**config.mk**
```make
export PLATFORM = sky130hd
export DESIGN_NAME = seg7_serial_drv
export DESIGN_NICKNAME = d
export VERILOG_FILES = /design/src/rtl/seg7_serial_drv_pkg.sv /design/src/rtl/seg7_serial_drv_hex_decode.sv /design/src/rtl/seg7_serial_drv.sv
export SDC_FILE = /design/constraint.sdc
export NUM_CORES = 1
export LEC_CHECK = 0
export ABC_AREA = 1
export CAP_MARGIN = 5
export CORE_MARGIN = 2
export CORE_UTILIZATION = 35
export CTS_CLUSTER_DIAMETER = 150
export DETAILED_ROUTE_END_ITERATION = 12
export PLACE_DENSITY_LB_ADDON = 0.1
export SETUP_SLACK_MARGIN = 0.5
export SYNTH_ARGS = -nofsm -noshare
export SYNTH_HDL_FRONTEND = slang
export SYNTH_HIERARCHICAL = 1
export SYNTH_SLANG_ARGS = --single-unit
```
**constraint.sdc**
```tcl
create_clock -name clk -period 4.5 [get_ports clk]
set_input_delay 0.45 -clock clk [delete_from_list [all_inputs] [get_ports clk]]
set_output_delay 0.45 -clock clk [all_outputs]
set_load 0.1 [all_outputs]
```
**src/rtl/seg7_serial_drv_pkg.sv**
```systemverilog
// Shared types and constants for the serial 7-segment driver.
// Segment codes are active-high {g,f,e,d,c,b,a}.
package seg7_serial_drv_pkg;

    localparam int FRAME_W = 64;
    localparam int DIGITS  = 8;
    localparam int BCNT_W  = 7;

    typedef enum logic [2:0] {
        IDLE,
        LOAD,
        SHIFT,
        LATCH,
        DONE
    } state_t;

    localparam logic [6:0] SEG_0 = 7'h3F;
    localparam logic [6:0] SEG_1 = 7'h06;
    localparam logic [6:0] SEG_2 = 7'h5B;
    localparam logic [6:0] SEG_3 = 7'h4F;
    localparam logic [6:0] SEG_4 = 7'h66;
    localparam logic [6:0] SEG_5 = 7'h6D;
    localparam logic [6:0] SEG_6 = 7'h7D;
    localparam logic [6:0] SEG_7 = 7'h07;
    localparam logic [6:0] SEG_8 = 7'h7F;
    localparam logic [6:0] SEG_9 = 7'h6F;
    localparam logic [6:0] SEG_A = 7'h77;
    localparam logic [6:0] SEG_B = 7'h7C;
    localparam logic [6:0] SEG_C = 7'h39;
    localparam logic [6:0] SEG_D = 7'h5E;
    localparam logic [6:0] SEG_E = 7'h79;
    localparam logic [6:0] SEG_F = 7'h71;

    // Board chain is active-low; a blanked digit also drops its point.
    function automatic logic [7:0] seg_byte(
        input logic [6:0] seg,
        input logic       dp,
        input logic       blank
    );
        return blank ? 8'hFF : ~{dp, seg};
    endfunction

endpackage

```
**src/rtl/seg7_serial_drv_hex_decode.sv**
```systemverilog
// Combinational hex nibble to active-high 7-segment code.
module seg7_hex_decode
    import seg7_serial_drv_pkg::*;
(
    input  logic [3:0] nibble,
    output logic [6:0] seg
);

    always_comb begin
        seg = '0;
        unique case (nibble)
            4'h0: seg = SEG_0;
            4'h1: seg = SEG_1;
            4'h2: seg = SEG_2;
            4'h3: seg = SEG_3;
            4'h4: seg = SEG_4;
            4'h5: seg = SEG_5;
            4'h6: seg = SEG_6;
            4'h7: seg = SEG_7;
            4'h8: seg = SEG_8;
            4'h9: seg = SEG_9;
            4'hA: seg = SEG_A;
            4'hB: seg = SEG_B;
            4'hC: seg = SEG_C;
            4'hD: seg = SEG_D;
            4'hE: seg = SEG_E;
            4'hF: seg = SEG_F;
        endcase
    end

endmodule

```
**src/rtl/seg7_serial_drv.sv**
```systemverilog
// Serialises eight 7-segment digit bytes into the board shift-register
// chain, with periodic refresh and on-demand update.
module seg7_serial_drv
    import seg7_serial_drv_pkg::*;
#(
    parameter int CLK_DIV    = 2,
    parameter int REFRESH    = 4096,
    parameter int BLINK_BITS = 24
) (
    input  logic        clk,
    input  logic        rst,
    input  logic [31:0] disp_num,
    input  logic [7:0]  le,
    input  logic [7:0]  point,
    input  logic        update,
    output logic        seg_clk,
    output logic        seg_dout,
    output logic        seg_pen,
    output logic        seg_clrn,
    output logic        busy,
    output logic        frame_done
);

    localparam int DIV_W = (CLK_DIV > 1) ? $clog2(CLK_DIV) : 1;
    localparam int REF_W = $clog2(REFRESH);
    localparam logic [DIV_W-1:0] DIV_LAST = DIV_W'(CLK_DIV - 1);
    localparam logic [REF_W-1:0] REF_LAST = REF_W'(REFRESH - 1);
    localparam logic [BCNT_W-1:0] BIT_LAST = BCNT_W'(FRAME_W - 1);

    state_t               state;
    state_t               state_n;
    logic [DIV_W-1:0]     div_cnt;
    logic [BCNT_W-1:0]    bit_cnt;
    logic [FRAME_W-1:0]   shreg;
    logic [FRAME_W-1:0]   frame_next;
    logic [REF_W-1:0]     ref_cnt;
    logic [BLINK_BITS-1:0] blink_cnt;
    logic                 start_req;
    logic                 ref_tc;
    logic                 div_last;
    logic                 blink_ph;
    logic [6:0]           dec [DIGITS];

    assign ref_tc   = (ref_cnt == REF_LAST);
    assign div_last = (div_cnt == DIV_LAST);
    assign blink_ph = blink_cnt[BLINK_BITS-1];

    // Digit 7 lands in the top byte so it leaves the chain first.
    for (genvar i = 0; i < DIGITS; i++) begin : g_dig
        seg7_hex_decode u_dec (
            .nibble (disp_num[4*i +: 4]),
            .seg    (dec[i])
        );
        assign frame_next[8*i +: 8] =
            seg_byte(dec[i], point[i], le[i] & blink_ph);
    end

    always_comb begin
        state_n = state;
        unique case (state)
            IDLE:  if (start_req) state_n = LOAD;
            LOAD:  state_n = SHIFT;
            SHIFT: begin
                if (div_last && seg_clk && bit_cnt == BIT_LAST)
                    state_n = LATCH;
            end
            LATCH: if (div_last) state_n = DONE;
            DONE:  state_n = start_req ? LOAD : IDLE;
            default: state_n = IDLE;
        endcase
    end

    always_ff @(posedge clk or posedge rst) begin
        if (rst) begin
            state <= IDLE;
        end else begin
            state <= state_n;
        end
    end

    always_ff @(posedge clk or posedge rst) begin
        if (rst) begin
            ref_cnt   <= '0;
            blink_cnt <= '0;
            start_req <= 1'b0;
            seg_clrn  <= 1'b0;
        end else begin
            seg_clrn  <= 1'b1;
            blink_cnt <= blink_cnt + BLINK_BITS'(1);
            ref_cnt   <= ref_tc ? '0 : ref_cnt + REF_W'(1);
            // A fresh request wins over the clear so none is lost.
            if (update || ref_tc)
                start_req <= 1'b1;
            else if (state_n == LOAD)
                start_req <= 1'b0;
        end
    end

    always_ff @(posedge clk or posedge rst) begin
        if (rst) begin
            shreg   <= '0;
            bit_cnt <= '0;
            div_cnt <= '0;
            seg_clk <= 1'b0;
        end else begin
            unique case (state)
                LOAD: begin
                    shreg   <= frame_next;
                    bit_cnt <= '0;
                    div_cnt <= '0;
                    seg_clk <= 1'b0;
                end
                SHIFT: begin
                    if (div_last) begin
                        div_cnt <= '0;
                        seg_clk <= ~seg_clk;
                        if (seg_clk) begin
                            shreg   <= {shreg[FRAME_W-2:0], 1'b0};
                            bit_cnt <= bit_cnt + BCNT_W'(1);
                        end
                    end else begin
                        div_cnt <= div_cnt + DIV_W'(1);
                    end
                end
                LATCH: begin
                    div_cnt <= div_last ? '0 : div_cnt + DIV_W'(1);
                end
                default: ;
            endcase
        end
    end

    assign seg_dout   = shreg[FRAME_W-1];
    assign seg_pen    = (state == LATCH);
    assign busy       = (state != IDLE);
    assign frame_done = (state == DONE);

endmodule
```
==> flow_metrics.env <==
export IMPL_power_uw=2920
export IMPL_syn_nets=1378
export IMPL_die_y_um=156
export IMPL_cp_slowest_cell="clkdlybuf4s50_1"
export IMPL_final_cell_mix="nand2_1 (773), dfrtp_1 (114), inv_1 (79)"
export IMPL_critPathLaunch="state[0]"
export IMPL_grt_antenna_before_repair=0
export IMPL_p_int_uw=2226
export IMPL_drc=0
export IMPL_period_share=0.6318
export IMPL_wire_per_inst_um=11.17
export IMPL_antenna_left=0
export IMPL_tightest_slew_ps=974.8
export IMPL_synth_distinct_cells=26
export IMPL_clockBufferDepth=2
export IMPL_num_antenna_cells=0
export IMPL_cp_cell_sequence="nor2_1 > inv_1 > nor2_1 > clkdlybuf4s50_1"
export IMPL_synth_enable_flop_cells=0
export IMPL_p_comb_frac=0.115
export IMPL_max_freq_mhz=351.7
export IMPL_dr_pass1_iters=4
export IMPL_gp_congestion=0.8000
export IMPL_async_flop_share=1.000
export IMPL_grt_pass1_vias=7013
export IMPL_critPathMaxFanout=5
export IMPL_cts_buffers=17
export IMPL_start_util=0.3572
export IMPL_clkSlewWorstSetupHoldPaths_ps=50
export IMPL_power_density_nw_per_um2=308.2
export IMPL_ctsHoldBuffers=0
export IMPL_maxSlewViolCount=0
export IMPL_hpwl_mm=12.33
export IMPL_wl_mm=17.98
export IMPL_grt_pass1_wl_mm=31.86
export IMPL_avgSynthCellArea_um2=6.377
export IMPL_max_slew_margin=0.3481
export IMPL_ys_flop_type="dfrtp_1"
export IMPL_switchingPower_uw=693.9
export IMPL_vias_per_cell=4.497
export IMPL_grt_max_degree=77
export IMPL_hold_class="register to register"
export IMPL_worst_r2r_startpoint="state[2]"
export IMPL_hold_ws_ps=474.4
export IMPL_seq_power_share=0.373
export IMPL_post_cts_resized=0
export IMPL_cp_required_ps=4050
export IMPL_final_setup_worst_slack_ps=1657
export IMPL_synth_seq_cells=114
export IMPL_fillers=2453
export IMPL_syn_to_final_growth_pct=17.16
export IMPL_rows=55
export IMPL_clock_skew_ps=8.905
export IMPL_globalRouteOverflowTotal=0
export IMPL_finalNetCount=1421
export IMPL_portBuffers=56
export IMPL_cts_tree="yes"
export IMPL_drive_gt1_frac=0.04456
export IMPL_netlist_instances=1268
export IMPL_clock_sinks=114
export IMPL_cts_setup_buffers=0
export IMPL_crit_path_start_kind="register"
export IMPL_finalSetupTns_ps=0
export IMPL_hold_start="shreg[9]"
export IMPL_netSwitchingFraction=0.2376
export IMPL_power_leakage_uw=0.005354
export IMPL_io_pins=57
export IMPL_dieWidth_um=156
export IMPL_criticalPathCategory="register to primary output"
export IMPL_vdd_drop_max_mv=0.2584
export IMPL_dpl_worst_slack_ps=1909
export IMPL_clkPwrFrac=0.512
export IMPL_regArea_um2=2853
export IMPL_critPathCaptureType="primary output"
export IMPL_finalCriticalPeriod_ps=2843
export IMPL_hold_violations=0
export IMPL_worstPathArrival_ps=2390
export IMPL_drt_iter0_drc=357
export IMPL_maxCapViolCount=0
export IMPL_slowest_delay_ps=1130
export IMPL_setup_viol=0
export IMPL_layout_commonest_cell="nand2_1"
export IMPL_yosysWarnings=6
export IMPL_outcome="finished, final reports clean"
export IMPL_route_vias_total=7235
export IMPL_coreArea_um2=22640
export IMPL_seq_area_frac_synth=0.3528
export IMPL_grt_total_usage=0.1582
export IMPL_multi_input_area_um2=4666
export IMPL_crit_path_frequent_cell="nor2_1"
export IMPL_root_buffer="clkbuf_16"
export IMPL_grt_setup_unrepaired="no"
export IMPL_clock_latency_ps=410
export IMPL_h_tree_depth=4
export IMPL_syn_area_um2=8087
export IMPL_die_area_um2=24340
-- worst max-delay path, delay by kind of cell, from the launching register on --
family	cells	cell delay, ps
buffers and inverters	2	1220
flip-flops	1	430
AND/OR/NAND/NOR	2	320
-- synth_stat cells, types with 5 or more instances --
cell type	n	share of area
clkbuf_1	9	0.0042
o21ai_0	29	0.018
buf_4	9	0.0084
ha_1	59	0.091
xnor2_1	7	0.0076
nand3_1	50	0.031
nand2_1	774	0.36
xor2_1	17	0.018
inv_2	10	0.0046
buf_2	15	0.0093
buf_6	5	0.0070
nor2_1	63	0.029
dfrtp_1	114	0.35
nand3b_1	7	0.0065
inv_1	80	0.037
nand2_2	9	0.0070
-- cell families after synthesis --
| group | share of synthesized area |
|---|---|
| AND/OR/NAND/NOR | 0.4388 |
| buffers and inverters | 0.07055 |
| flip-flops | 0.3528 |
| adder cells (fa/ha/maj) | 0.09129 |
| AO/OA/AOI/OAI | 0.02011 |
| XOR/XNOR | 0.02599 |
| other | 0.0004637 |
-- flip-flops by register name, indices dropped and copies added (netlist names) --
| signal | flops |
|---|---|
| shreg | 64 |
| blink_cnt | 24 |
| ref_cnt | 12 |
| bit_cnt | 7 |
| state | 3 |
| div_cnt | 1 |
| seg_clk | 1 |
| seg_clrn | 1 |
| start_req | 1 |
-- cell type report --
class | count | area share
Inverter | 90 | 0.03592
Multi-Input combinational cell | 1026 | 0.4925
Clock buffer | 22 | 0.05005
Timing Repair Buffer | 62 | 0.06392
Sequential cell | 114 | 0.3011
Clock inverter | 10 | 0.01889
Tap cell | 285 | 0.03764
-- power groups by stage --
stage | Clock (uW) | Combinational [uW] | Sequential (uW)
after global routing | 1580 | 401 | 1090
final | 1490 | 337 | 1090
after detailed placement | 0 | 342 | 1100
after floorplan | 0 | 226 | 1110
after global placement | 0 | 342 | 1110
after CTS | 1530 | 344 | 1090
-- layer usage --
metal  up-vias  global-route usage  wire [um]
met4         0             0.03757        195
li1       3903                   -          -
met1      3242              0.2127       9322
met3        18             0.03194        488
met5         -                   0          0
met2        72              0.2623       7969
-- worst paths after layout --
| check | endpoint | slack [ps] | depth (start not counted) |
|---|---|---|---|
| setup / recovery | frame_done | 1660 | 4 |
| hold / removal | shreg[9] | 470 | 2 |
| setup reg to reg | bit_cnt[5] | 1960 | 8 |
| hold reg to reg | shreg[9] | 470 | 2 |
| max in group asynchronous | shreg[55] | 3020 | 3 |
| min in group asynchronous | blink_cnt[5] | 570 | 2 |
-- metrics by stage --
step                      instances    util  instance area (um2)
after detailed placement       1577  0.3896                 8821
after global routing           1609  0.4185                 9474
final                          1609  0.4185                 9474
after global placement         1577  0.3896                 8821
after floorplan                1268       -                 8087
after CTS                      1609  0.4185                 9474
No activity file was read; power rests on OpenSTA's default activity.
